[src/rtl/fft_seq_ctrl.sv]
// fft_seq_ctrl: in-place FFT sequencer for the four-bank BRAM / single-PE datapath.
// Generates read/write bank addresses, write strobe, twiddle ROM address, crossbar
// selects and PE bypass for each of the LOG2N-1 stages of an N-point transform.
// Optional feature: define FFT_SEQ_CTRL_ABORT_EN to add the 'abort' input, which
// returns a running sequence to idle on the next edge without raising done.
module fft_seq_ctrl #(
    parameter int LOG2N = 8,
    parameter int LAT   = 2
) (
    input  logic             Clk,
    input  logic             Reset_n,
    input  logic             start,
    input  logic             inverse,
`ifdef FFT_SEQ_CTRL_ABORT_EN
    input  logic             abort,
`endif
    output logic             busy,
    output logic             done,
    output logic [3:0]       stage,
    output logic [LOG2N-3:0] rd_addr0,
    output logic [LOG2N-3:0] rd_addr1,
    output logic [LOG2N-3:0] wr_addr0,
    output logic [LOG2N-3:0] wr_addr1,
    output logic             wr_en,
    output logic [LOG2N-1:0] tf_addr,
    output logic             tf_conj,
    output logic             in_swap,
    output logic             out_swap,
    output logic             bypass_n
);

    localparam int AW     = LOG2N - 2;
    localparam int DEPTH  = 1 << AW;
    localparam int NSTAGE = AW + 1;
    localparam int CW     = AW + 1;

    localparam logic [CW-1:0] CYC_LAST   = CW'(DEPTH + LAT - 1);
    localparam logic [CW-1:0] CYC_LAT    = CW'(LAT);
    localparam logic [3:0]    STAGE_LAST = 4'(NSTAGE - 1);
    localparam logic [3:0]    STAGE_BYP  = 4'(AW);
    localparam logic [3:0]    SH_TOP     = 4'(AW);
    localparam logic [3:0]    SH_OSW     = 4'(AW - 1);
    localparam logic [AW-1:0] ONES       = '1;

    typedef enum logic {IDLE, RUN} state_t;

    state_t        state_q, state_d;
    logic [CW-1:0] cyc_q, cyc_d;
    logic [3:0]    stage_q, stage_d;
    logic          inv_q, inv_d;
    logic          done_q, done_d;
    logic          abort_i;

    logic          run;
    logic [AW-1:0] rd_cnt, wr_cnt;
    logic [AW-1:0] hi_mask, lo_mask;
    logic [AW-1:0] sh_rd, sh_wr, tf_x;
    logic [LOG2N-1:0] tf_x_ext;
    logic          top_nz;

`ifdef FFT_SEQ_CTRL_ABORT_EN
    assign abort_i = abort;
`else
    assign abort_i = 1'b0;
`endif

    // State, counters, latched direction and done flag; synchronous active-low reset.
    always_ff @(posedge Clk) begin
        if (!Reset_n) begin
            state_q <= IDLE;
            cyc_q   <= '0;
            stage_q <= '0;
            inv_q   <= 1'b0;
            done_q  <= 1'b0;
        end else begin
            state_q <= state_d;
            cyc_q   <= cyc_d;
            stage_q <= stage_d;
            inv_q   <= inv_d;
            done_q  <= done_d;
        end
    end

    // Next-state: accept start only while idle, step cyc/stage while running.
    always_comb begin
        state_d = state_q;
        cyc_d   = cyc_q;
        stage_d = stage_q;
        inv_d   = inv_q;
        done_d  = done_q;
        case (state_q)
            IDLE: begin
                if (start && !abort_i) begin
                    state_d = RUN;
                    cyc_d   = '0;
                    stage_d = '0;
                    inv_d   = inverse;
                    done_d  = 1'b0;
                end
            end
            RUN: begin
                if (abort_i) begin
                    state_d = IDLE;
                    cyc_d   = '0;
                    stage_d = '0;
                end else if (cyc_q == CYC_LAST) begin
                    cyc_d = '0;
                    if (stage_q == STAGE_LAST) begin
                        state_d = IDLE;
                        stage_d = '0;
                        done_d  = 1'b1;
                    end else begin
                        stage_d = stage_q + 4'd1;
                    end
                end else begin
                    cyc_d = cyc_q + CW'(1);
                end
            end
            default: state_d = IDLE;
        endcase
    end

    // Address, strobe and select generation, combinational from the registered counters.
    always_comb begin
        run      = (state_q == RUN);
        rd_cnt   = cyc_q[AW-1:0];
        wr_cnt   = AW'(cyc_q - CYC_LAT);
        lo_mask  = ONES >> stage_q;
        hi_mask  = ~lo_mask;
        top_nz   = (rd_cnt & hi_mask) != '0;
        // Bit AW-s of rd_cnt and bit AW-1-s of wr_cnt, brought down to bit 0.
        sh_rd    = rd_cnt >> (SH_TOP - stage_q);
        sh_wr    = wr_cnt >> (SH_OSW - stage_q);
        tf_x     = rd_cnt & lo_mask;
        tf_x_ext = LOG2N'(tf_x);

        busy     = run;
        done     = done_q;
        stage    = stage_q;
        tf_conj  = inv_q;
        bypass_n = (stage_q != STAGE_BYP);
        rd_addr0 = '0;
        rd_addr1 = '0;
        wr_addr0 = '0;
        wr_addr1 = '0;
        wr_en    = 1'b0;
        in_swap  = 1'b0;
        out_swap = 1'b0;
        tf_addr  = '0;

        if (run) begin
            rd_addr0 = rd_cnt;
            rd_addr1 = rd_cnt ^ hi_mask;
            wr_addr0 = wr_cnt;
            wr_addr1 = wr_cnt ^ hi_mask;
            wr_en    = (cyc_q >= CYC_LAT);
            in_swap  = (stage_q != 4'd0) && top_nz && sh_rd[0];
            out_swap = (stage_q < STAGE_BYP) && sh_wr[0];
            if (stage_q == 4'd0) begin
                tf_addr = LOG2N'(rd_cnt);
            end else if (stage_q < STAGE_BYP) begin
                tf_addr = top_nz ? (tf_x_ext << (stage_q + 4'd1)) : (tf_x_ext << stage_q);
            end
        end
    end

endmodule
[config.mk]
export PLATFORM = sky130hd
export DESIGN_NAME = fft_seq_ctrl
export DESIGN_NICKNAME = d
export VERILOG_FILES = /design/src/rtl/fft_seq_ctrl.sv
export SDC_FILE = /design/constraint.sdc
export NUM_CORES = 1
export LEC_CHECK = 0
export CAP_MARGIN = 20
export CORE_MARGIN = 2
export CORE_UTILIZATION = 42
export CTS_CLUSTER_SIZE = 8
export DETAILED_ROUTE_END_ITERATION = 10
export GPL_TIMING_DRIVEN = 0
export PLACE_DENSITY = 0.76
export SLEW_MARGIN = 20
export SYNTH_ARGS = -nofsm -noshare
export SYNTH_HDL_FRONTEND = slang
export SYNTH_SLANG_ARGS = --single-unit
[constraint.sdc]
create_clock -name Clk -period 3.5 [get_ports Clk]
set_input_delay 0.525 -clock Clk [delete_from_list [all_inputs] [get_ports Clk]]
set_output_delay 0.525 -clock Clk [all_outputs]
set_load 0.03 [all_outputs]
**After elaboration in Yosys (flattened, before gate mapping)**

Index checks and enable logic that the tools add are counted.

- Reduce and logical (&&, ||, !) cells: 9
- Muxes and demuxes: 26
- Equality and inequality tests: 6
- Order comparisons: 2
- Shift-type cells: 5
- Bitwise operators: 6
- $add $sub $neg: 5

Operators by type and width:

| cell | count |
|---|---|
| $mux 8 | 4 |
| $mux 6 | 4 |
| $shl 6x4->8 | 2 |
| $mux 7 | 2 |
| $pmux 7 s2 | 1 |
| $and 6x6->6 | 2 |
| $mux 4 | 3 |
| $shr 6x4->1 | 2 |
| $xor 6x6->6 | 2 |
| $mux 1 | 9 |
| $pmux 4 s2 | 1 |
| $sub 3x4->4 const A | 2 |
| $add 7x1->7 const B | 1 |
| $eq 7x7->1 const B | 1 |
| $ge 7x2->1 const B | 1 |
| $not 6->6 | 1 |
| $reduce_bool 6->1 | 1 |
| $shr 6x4->6 const A | 1 |
| $sub 6x2->6 const B | 1 |
| $add 4x1->4 const B | 1 |
| $eq 4x3->1 const B | 1 |
| $logic_not 4->1 | 1 |
| $lt 4x3->1 const B | 1 |
| $ne 2x1->1 const B | 2 |
| 8 further kinds | 12 |

- Output and inout bits: 43
- Bits in registers: 14
- Word-level logic and storage cells: 64

**Depth between registers and ports, before layout**

- Depth after elaboration: 8
- Depth in mapped cells: 12
- Gate-level depth less buffers: 11

**Worst setup path before layout**

Ideal clock, no wire load.

- Path type: register to output
- Start: register stage_q[1] (netlist: stage[1])
- End: output out_swap
- Arrival time: 3.478 ns
- Slack: -0.503 ns
- Stages on the path, launching flop included: 9
- Data required time: 2.975 ns
- Cell sequence: dfxtp_1 clkbuf_1 clkbuf_1 inv_1 ha_1 a21oi_1 o21a_1 a211oi_1 a2111oi_0

- Word-level cells in the longest chain between the ends: 4
- Elaborated cells on any way between the ends: 5

Ends and longest elaborated chain:

| what | line | source |
|---|---|---|
| start, declared | 49 | `logic [3:0] stage_q, stage_d;` |
| start signal, assigned | 78 | `stage_q <= stage_d;` |
| $sub 3x4->4 | 133 | `sh_wr = wr_cnt >> (SH_OSW - stage_q);` |
| $shr 6x4->1 | 133 |  |
| $logic_and 1x1->1 (*) | 158 | `out_swap = (stage_q < STAGE_BYP) && sh_wr[0];` |
| $mux 1 (*) | 151 | `if (run) begin` |
| end, declared | 28 | `output logic out_swap,` |

Mark *: on every way between the ends. The rest lies on a longest branch, timed or not.

**Worst setup path after layout**

- Start: register stage_q[0] (netlist: stage[0])
- End: output tf_addr[7]

- Word-level cells in the longest chain between the ends: 8
- Elaborated cells on any way between the ends: 14

Ends and longest elaborated chain:

| what | line | source |
|---|---|---|
| branches (longest 6 deep; another with $shl 6x4->8) | n/a |  |
| $mux 8 (*) | 159 | `if (stage_q == 4'd0) begin` |
| $mux 8 (*) | 151 |  |
| end, declared | 25 | `output logic [LOG2N-1:0] tf_addr,` |

Every way passes the cells marked *.

==> implementation parameters <==
Parameter                              Value

Clock tree
  Maximum number of buffers from clock root to sink    2
  TritonCTS buffer count    3
  CTS clock-pin slew for the worst setup and hold paths    ~0.06 ns
  Clock insertion delay at the later pin of the skew report    around 0.25 ns
  Root buffer cell    sky130_fd_sc_hd__clkbuf_8
  Level count of the clock H-tree    1
  Total number of clock tree sinks    14
  Number of buffers inserted by hold repair at cts    0
  TritonCTS clock tree    done

Yosys
  Cell types with the largest area share after synthesis    sky130_fd_sc_hd__ha_1 (15%), sky130_fd_sc_hd__dfxtp_1 (13%), sky130_fd_sc_hd__and2_1 (5.9%), sky130_fd_sc_hd__o21ai_0 (5.5%), sky130_fd_sc_hd__mux2i_1 (4.7%)
  Nets in the synthesized netlist    309
  Part of the Yosys area used for sequential elements    a little over an eighth
  Library cells used by synthesis    58
  Mapped Cells    between 200 and 300
  Mean area per synthesized cell    between 7 and 8 um2
  Main synth FF type    sky130_fd_sc_hd__dfxtp_1
  Cell Area, Synth    approximately 2100 um2
  Post-synth top area share    ~15%
  Yosys warning total    0
  EDFF count, synth    0
  Cell type contributing the most total cell area after synthesis    sky130_fd_sc_hd__ha_1
  Post-synthesis async set-or-reset flop share    0%
  Number of flip-flops and latches in the synthesized netlist    14

Die
  Row count    25
  Die Outline Area    approximately 5600 um2
  Die W    74.87 um
  Number of top-level design ports    47
  Starting density of the core    approximately 44%
  Area of the placeable core    between 4000 and 5000 um2
  Height of the die    74.87 um

Global route
  Total gr overflow    0
  Global router's overall resource usage    between 20% and 30%
  Global-route wire length before repair    approximately 11,000 um
  Number of global-route vias before repair    2,196
  Maximum number of pins on one net before global-route repair    13
  Number of antenna violations at the first check in global routing    0

Cells and area
  Number of diodes added for antenna fixing    0
  Final non-filler cell area    about 2900 um2
  Share of cells above drive strength 1    19.22%
  Net count reported at finish    between 300 and 400
  Layout Utilization    around three fifths
  Area delta synth->final    37.72%

Timing
  Shortest clock period the worst path allows after layout    3.425 ns
  Max Slew Vio Count    0
  RSZ-0062 raised after global routing    no
  Maximum achievable frequency    between 200 and 300 MHz
  Worst setup slack after layout    between 0.07 and 0.08 ns
  Clock Skews    0.0008891 ns
  Setup Total Neg Slack    0 ns
  Max-slew headroom at the worst pin    65.57%
  Finish-stage setup viols    0
  Post-route clock period utilization    between 90 and 100%
  Final number of hold-violating endpoints    0
  Measured slew at the worst slew-check pin    around 0.52 ns

Worst setup path
  Endpoint kind of the worst setup timing path    output pin
  R2r worst-path depth    6
  Req. time, crit path    just under 3 ns
  Startpoint type of the worst setup path    register
  Worst setup path category    register to output pin
  Worst-path cell chain    buf_8 -> inv_8 -> ha_2 -> o21ai_1 -> ha_2 -> or4_4 -> nor2_4 -> a31oi_1 -> buf_4 -> or3b_4 -> o31ai_4 -> buf_6
  Register-to-Register Setup Slack    ~1.2 ns
  Launching point of the worst reg2reg path    cyc_q[5]
  R2R Path End    cyc_q[5]
  Delay of the slowest critical-path stage    0.57 ns
  Critical Path Slowest Stage Cell    sky130_fd_sc_hd__or4_4
  Most prevalent standard cell on the critical path    sky130_fd_sc_hd__ha_2
  Max FO, Critical Path    10
  Arrival time worst endpoint    approximately 2.9 ns

Min path
  Worst hold stages    2
  Worst hold start    done
  Worst min-delay path class    register to register
  Hold Path Sink    done

Routing
  Number of remaining DRC errors    0
  Final ANT Viol Nets    0
  Detail-routed net length per standard cell    17.14 um
  Number of vias after detailed routing    ~2,300
  Average vias per placed instance    ~5.9
  First-pass detailed-route iteration total    5
  Total wirelength of the detailed-routed design    ~6900 um
  DRC violation total after the first TritonRoute iteration    145

Placement
  Buffers on Ports    46
  GPL Wtd Cong    0.9831
  HPWL after detailed placement    5061 um
  Post-placement worst setup slack    -1.297 ns
  Placed Area    2695 um2

Power
  Leakage    around 1.1 nW
  PnR Total Power    just under 0.0006 W
  Cell area power density    202.5 nW/um2
  VDD IR-drop max    approximately 0.00020 V

Job
  Max-cap violations    0

Status
  Outcome    completed
==> cell type report <==
type | count | area (um2)
multi-input combinational | 229 | 1824
fill | 443 | 1881
clock buffer | 4 | 55.05
inverter | 17 | 73.82
buffer | 18 | 107.6
sequential | 14 | 291.5
timing repair buffer | 51 | 469.2
tap | 67 | 83.83
==> worst max path at each step <==
| stage | startpoint | to | slack, ns | cells past startpoint |
|---|---|---|---|---|
| final | stage[0] | tf_addr[7] | 0.07 | 12 |
| after detailed placement | stage[0] | tf_addr[7] | -1.30 | 12 |
| after CTS | stage[1] | tf_addr[3] | -0.01 | 13 |
| after floorplan | stage[1] | tf_addr[2] | -0.0004 | 11 |
| after global placement | stage[0] | tf_addr[7] | -1.17 | 12 |
| after global routing | stage[0] | tf_addr[7] | 0.004 | 12 |
==> cells in the final DEF (no fill, tap or decap), types with 4 or more instances in the layout <==
master	count
sky130_fd_sc_hd__nor3b_1	5
sky130_fd_sc_hd__clkbuf_1	9
sky130_fd_sc_hd__nand2_1	24
sky130_fd_sc_hd__mux2i_1	10
sky130_fd_sc_hd__ha_1	18
sky130_fd_sc_hd__dfxtp_1	9
sky130_fd_sc_hd__clkbuf_8	4
sky130_fd_sc_hd__a31oi_1	4
sky130_fd_sc_hd__and2_1	20
sky130_fd_sc_hd__xnor2_1	5
sky130_fd_sc_hd__nand4_1	5
sky130_fd_sc_hd__a21oi_1	11
sky130_fd_sc_hd__o21ai_0	19
sky130_fd_sc_hd__a21boi_0	9
sky130_fd_sc_hd__ha_2	7
sky130_fd_sc_hd__buf_4	9
sky130_fd_sc_hd__nor2_1	5
sky130_fd_sc_hd__nand3_1	6
sky130_fd_sc_hd__inv_1	14
sky130_fd_sc_hd__clkdlybuf4s50_1	36
sky130_fd_sc_hd__buf_2	4
sky130_fd_sc_hd__nor2b_1	13
==> layer usage <==
metal,wire length (um),part of all wire [%],global-route usage (%),up-vias
met4,99,1.4,9.524,0
met1,2859,42,31.36,1121
met3,375,5.5,2.142,11
met5,0,0,0,-
li1,-,-,-,1128
met2,3520,51,43.37,87
==> cells in the mapped netlist (all sizes together), types with 4 or more instances <==
| master | n |
|---|---|
| nand4 | 5 |
| dfxtp | 14 |
| nor2b | 13 |
| a21oi | 13 |
| a31oi | 4 |
| mux2i | 10 |
| o22ai | 4 |
| nand3 | 6 |
| and2 | 20 |
| inv | 15 |
| nor3 | 4 |
| a21boi | 10 |
| ha | 25 |
| buf | 4 |
| xnor2 | 5 |
| nor2 | 8 |
| nand2 | 25 |
| o31ai | 4 |
| o21ai | 24 |
| clkbuf | 16 |
| nor3b | 5 |
==> through the flow <==
stage	std cells	hold WS, ns
3_5_place_dp	393	0.5083
4_1_cts	399	0.5252
3_3_place_gp	393	0.4952
5_1_grt	400	0.5611
2_1_floorplan	280	0.4764
6_report	400	0.5275
==> worst max-delay path: cells and delay by family (launching register included) <==
kind,cells,cell delay (ns)
and+or+nand+nor,3,1.09
DFF,1,0.38
adders and majority gates,2,0.38
AOI/OAI and AO/OA,3,0.24
buffers and inverters,4,0.56
==> sequential cells by signal, summed over array words and instances, names as in the netlist <==
| name | count |
|---|---|
| cyc_q | 7 |
| tf_conj | 1 |
| done | 1 |
| stage | 4 |
| busy | 1 |
==> repair_timing <==
item	4_1_cts	5_1_grt
endpoints found under the setup margin	14	9
resized for setup	79	24
setup buffers	3	2
pin swaps	5	3
==> logic make-up after synthesis <==
logic type | share of synthesized area (%)
AOI/OAI and AO/OA | 23.96
xor gates and xnor gates | 3.322
adders and majority gates | 14.83
DFF | 13.29
buffers and inverters | 6.939
muxes | 7.948
and+or+nand+nor | 29.72
==> power by group <==
group          leakage (nW)  switching (W)  total (W)  internal (W)
clock network        0.0288      0.0000631   0.000163      0.000100
registers             0.117      0.0000132   0.000177      0.000164
logic                 0.971       0.000147   0.000248      0.000101
total                  1.12       0.000223   0.000588      0.000365
No activity file was read; power rests on OpenSTA's default activity.
==> patch 1, RTL diff (config.mk and constraints unchanged) <==
Build with the macro `FFT_SEQ_CTRL_ABORT_EN` defined.
--- a/src/rtl/fft_seq_ctrl.sv
+++ b/src/rtl/fft_seq_ctrl.sv
@@ -3,6 +3,8 @@
 // selects and PE bypass for each of the LOG2N-1 stages of an N-point transform.
 // Optional feature: define FFT_SEQ_CTRL_ABORT_EN to add the 'abort' input, which
 // returns a running sequence to idle on the next edge without raising done.
+`define FFT_SEQ_CTRL_ABORT_EN
+
 module fft_seq_ctrl #(
     parameter int LOG2N = 8,
     parameter int LAT   = 2
Ports: changed (added abort); port bits go from 47 to 48. No check against the original RTL was run, so the function may have changed too.
==> patch 1 against the unedited design <==
The run now ends with setup timing left; setup slack worse by 340 ps; count of clock-buffer cells in the layout stayed put; critical endpoint is now tf_addr[1]; synthesized area is 4.3% higher; final area is 16% higher; non-clock buffer count is 25 higher; sequential cell count stayed put; via count is 11% higher; wire length is 15% higher.
Power is not compared: it rests on default switching activity, and its combinational part moved more than twofold at a synthesized area within 25%.
==> patch 1: results (changes against the unedited design) <==
- Ant diodes: 0 (unchanged)
- Synth cell types: 61 (was 58)
- Total GRT Usage: 26.01% (was 24.76%)
- Largest register FFs: 7 (unchanged)
- Port buffer count: 47 (was 46)
- Worst EP arrival: 3240 ps (was 2900 ps)
- Most instantiated cells after synthesis: 26 x nand2_1, 26 x nor2_1, 25 x ha_1 (was 25 x ha_1, 25 x nand2_1, 23 x o21ai_0)
- Failing checks: setup timing
- Min setup slack post-route: -261.3 ps (was 74.60 ps)
- Register area share after synthesis: 12.73% (was 13.29%)
- Status: finished with violations (was complete, no violations)
- CTS Root Cell: clkbuf_8 (unchanged)
- Top register by number of flip-flops: cyc_q (unchanged)
- Syn_nets: 326 (was 309)
- Endpoints failing setup: 8 (was 0)
- Fin nets: 401 (was 363)
- Post-Syn Instances: 296 (was 280)
- Cell Area, Placed: 0.002904 mm2 (was 0.002695 mm2)
- Worst slack, placed: -773.8 ps (was -1297 ps)
- Post-Route WL: 7.886 mm (was 6.854 mm)
- Slew at the pin with the worst max-slew slack: 683.9 ps (was 516.5 ps)
- DR pass1 iterations: 8 (was 5)
- Max Clock Skew: 1.344 ps (was 0.8891 ps)
- DR iter-0 viols: 270 (was 145)
- Setup TNS: -1446 ps (was 0 ps)
- Clk slew on worst S/H paths: 60 ps (about the same)
- Placed Cells: 413 (was 393)
- Detailed-route via count: 2613 (was 2347)
- CTS buffer count: 3 (unchanged)
- DP HPWL: 5.421 mm (was 5.061 mm)
- Clock power share: 41.8%
- Sequential power: 0.000162 W
- Share of layout cells above drive strength 1: 28.38% (was 19.22%)
- First-pass GRT wire length: 12.39 mm (was 10.66 mm)
- Non-Filler Instances: 440 (was 400)
- Worst vdd ir: 0.1910 mV
- Area grow syn2layout: 53.61% (was 37.72%)
- Clock buffer depth: 2 (unchanged)
- Post-synth top area cell: ha_1 (unchanged)
- CTS H-tree lvls: 1 (unchanged)
- Final GP Congestion: 0.9070 (was 0.9831)
- Register share of total power: 42.2%
- CP Max Fanout: 4 (was 10)
- Ranking of synthesized cells by area: ha_1 14%, dfxtp_1 13%, nand2_1 4.4% (was ha_1 15%, dfxtp_1 13%, and2_1 5.9%)
- Clock Latency Late Sink: 250 ps (about the same)
- Largest net degree at the start of global routing: 12 (was 13)
-- patch 1: cell types whose count changed after synthesis, sizes merged, moves of 7 or more --
cell | unedited run | this run
a21boi | 10 | 1
nor2b | 13 | 0
inv | 15 | 22
nor2 | 8 | 27
and2 | 20 | 13
o21ai | 24 | 15
-- patch 1: metal layers --
layer  up-vias  share of wire [%]  track usage (%)  wire length [um]
met2       134                 50            47.43              3919
met3        30                6.6            2.014               519
met5         -                  0                0                 0
li1       1208                  -                -                 -
met4         0                2.9            10.73               225
met1      1241                 41            31.34              3222
-- patch 1: final timing paths --
check	end	startpoint	depth (start not counted)	slack [ps]
hold reg to reg	done	done	2	480
hold / removal	done	done	2	480
setup / recovery	tf_addr[1]	stage[0]	14	-260
setup reg to reg	stage[3]	stage[0]	10	1300
-- patch 1: logic make-up after synthesis --
kind of cell    Yosys count  synth area share [%]
buf+inv                  47                 8.868
compound gates           73                 23.54
mux                      11                 6.197
xor+xnor                 14                 5.571
simple gates            112                 28.88
flops                    14                 12.73
fa+ha+maj                25                 14.21
-- patch 1: critical path, stage by stage (launching register included) --
cell,delay (ps)
dfxtp_4,360
buf_6,120
inv_6,50
ha_4,120
or3b_4,390
clkbuf_16,160
ha_4,170
buf_6,120
nor4_4,320
nand2_2,120
buf_6,140
a311oi_4,310
and4bb_1,270
o21a_1,200
buf_6,140
-- patch 1: layout make-up --
class | count | share of cell area (%)
Clock buffer | 4 | 1.628
Inverter | 23 | 2.702
Tap cell | 70 | 2.591
Sequential cell | 14 | 8.512
Timing Repair Buffer | 74 | 21.17
Buffer | 20 | 3.368
Multi-Input combinational cell | 235 | 60.03
-- patch 1: what timing repair did --
item	CTS	global route
setup buffers	16	12
gates resized for setup	84	33
setup endpoints to repair	10	9
hold buffers	0	0
pin swaps	18	17
==> patch 2, RTL diff (same settings) <==
Made on the original files. Add an input register stage for `start`, without a reset; this delays it by one clock. The other inputs are not delayed to match.
--- a/src/rtl/fft_seq_ctrl.sv
+++ b/src/rtl/fft_seq_ctrl.sv
@@ -43,6 +43,12 @@
     localparam logic [AW-1:0] ONES       = '1;
 
     typedef enum logic {IDLE, RUN} state_t;
+
+    logic start_q;
+
+    always_ff @(posedge Clk) begin
+        start_q <= start;
+    end
 
     state_t        state_q, state_d;
     logic [CW-1:0] cyc_q, cyc_d;
@@ -90,7 +96,7 @@
         done_d  = done_q;
         case (state_q)
             IDLE: begin
-                if (start && !abort_i) begin
+                if (start_q && !abort_i) begin
                     state_d = RUN;
                     cyc_d   = '0;
                     stage_d = '0;
Check against the original RTL: not equivalent (a bounded check fails within 4 cycles, from zero or initial values and one cycle with Reset_n low).
==> patch 2 against the unedited design <==
Total power decreased by 1.2%; setup slack lost 40 ps; final area decreased by 0.60%; synthesized area is 2.0% lower; wire length increased by 6.9%; sequential cell count grew 1; register-to-register slack improved by 100 ps; clock power fell by 10%; first-iteration DRC count increased by 63%; global-route usage up 2.2 points.
==> patch 2: results (changes against the unedited design) <==
- Largest net degree at the start of global routing: 12 (was 13)
- R2R Setup Slk: 1320 ps (was 1220 ps)
- Switch share: 38.76% (was 37.93%)
- Most instantiated cells after synthesis: 25 x ha_1, 25 x nand2_1, 19 x inv_1, 19 x nor2_1, 15 x dfxtp_1 (was 25 x ha_1, 25 x nand2_1, 23 x o21ai_0)
- Synth cell types: 58 (unchanged)
- DP HPWL: 5.079 mm (was 5.061 mm)
- DR iter-0 viols: 236 (was 145)
- Vias in the first global route: 2303 (was 2196)
- Detailed-route via count: 2408 (was 2347)
- Worst EP arrival: 2940 ps (was 2900 ps)
- Largest register FFs: 7 (unchanged)
- Final GP Congestion: 0.9929 (was 0.9831)
- Post-Route WL: 7.330 mm (was 6.854 mm)
- Fin nets: 369 (was 363)
- Share of layout cells above drive strength 1: 20.94% (was 19.22%)
- Ant diodes: 0 (unchanged)
- Max Clock Skew: 3.489 ps (was 0.8891 ps)
- Register area share after synthesis: 14.52% (was 13.29%)
- Async SR Flop Fraction: 0% (unchanged)
- Leakage: 1.133 nW (was 1.117 nW)
- Slowest cell on crit path: or3b_2 (was or4_4)
- Worst vdd ir: 0.2125 mV (was 0.2017 mV)
- Syn_nets: 306 (was 309)
- Ranking of synthesized cells by area: ha_1 15%, dfxtp_1 15%, nand2_1 4.5% (was ha_1 15%, dfxtp_1 13%, and2_1 5.9%)
- Worst setup path endpoint: tf_addr[4] (was tf_addr[7])
- Total GRT Usage: 26.97% (was 24.76%)
- Status: complete, no violations (unchanged)
- Worst path max stage delay: 470 ps (was 570 ps)
- First-pass GRT wire length: 11.42 mm (was 10.66 mm)
- Slew at the pin with the worst max-slew slack: 742.6 ps (was 516.5 ps)
- Crit. Startpoint: stage[0] (unchanged)
==> patch 2: metal layers <==
| metal | global-route usage [%] | wire length, um | vias up |
|---|---|---|---|
| met4 | 12.73 | 252 | 0 |
| met2 | 46.03 | 3550 | 123 |
| met5 | 0 | 0 | - |
| li1 | - | - | 1129 |
| met1 | 34.40 | 3034 | 1126 |
| met3 | 2.168 | 492 | 30 |
==> patch 2: worst reg2reg max path, cell delays in order (launching register included) <==
cell      delay (ps)
dfxtp_1          450
or3_4            470
o31ai_4          390
clkbuf_1         390
a41oi_1           80
o21ai_0          180
a21boi_0         100
==> patch 2: logic make-up (layout without fill, tap and decap cells) <==
kind of cell / count (synthesis) / after routing / share of synthesized area [%]
multiplexers: 11 / 11 / 6.594
buffers and inverters: 37 / 99 / 7.078
AO/OA/AOI/OAI: 74 / 74 / 25.23
adder cells (fa/ha/maj): 25 / 25 / 15.12
flip-flops: 15 / 15 / 14.52
XOR/XNOR: 8 / 8 / 3.388
AND/OR/NAND/NOR: 107 / 107 / 28.07
==> patch 2: timing repair <==
action / 4_1_cts / 5_1_grt
gates resized for setup: 66 / 20
endpoints found under the setup margin: 10 / 9
setup buffers: 6 / 8
pin swaps: 4 / 9
==> patch 2: power by group through the flow <==
stage	logic (W)	registers, W	clock network [W]
after floorplan	0.000140	0.000196	0
final	0.000247	0.000188	0.000146
after detailed placement	0.000224	0.000193	0
after global placement	0.000223	0.000192	0
after CTS	0.000232	0.000188	0.000148
after global routing	0.000261	0.000189	0.000155
==> patch 2: through the flow <==
| step | util, % | instances | setup WS, ps | power (W) | cell area, um2 |
|---|---|---|---|---|---|
| floorplan | - | 277 | 44.77 | 0.0003355 | 2090 |
| global placement | 55.76 | 390 | -824.1 | 0.0004147 | 2634 |
| detailed placement | 55.76 | 390 | -889.6 | 0.0004164 | 2634 |
| CTS | 58.73 | 399 | 3.209 | 0.0005677 | 2774 |
| global route | 61.14 | 406 | -49.95 | 0.0006043 | 2888 |
| finish | 61.14 | 406 | 34.43 | 0.0005809 | 2888 |
==> patch 2: area by class of cell <==
class	instances	area, um2
inverter	19	75.07
fill	435	1836
clock buffer	3	41.29
buffer	16	78.83
sequential	15	311.5
clock inverter	1	5.005
tap	67	83.83
timing repair buffer	60	543.0
multi-input combinational	225	1749
==> patch 2: worst min path at each step <==
stage / start / endpoint / slack (ps) / cells past startpoint
final: done / done / 520 / 2
after CTS: done / done / 530 / 2
after floorplan: cyc_q[6] / cyc_q[6] / 530 / 2
after global placement: done / done / 510 / 2
after global routing: done / done / 580 / 2
after detailed placement: done / done / 500 / 2
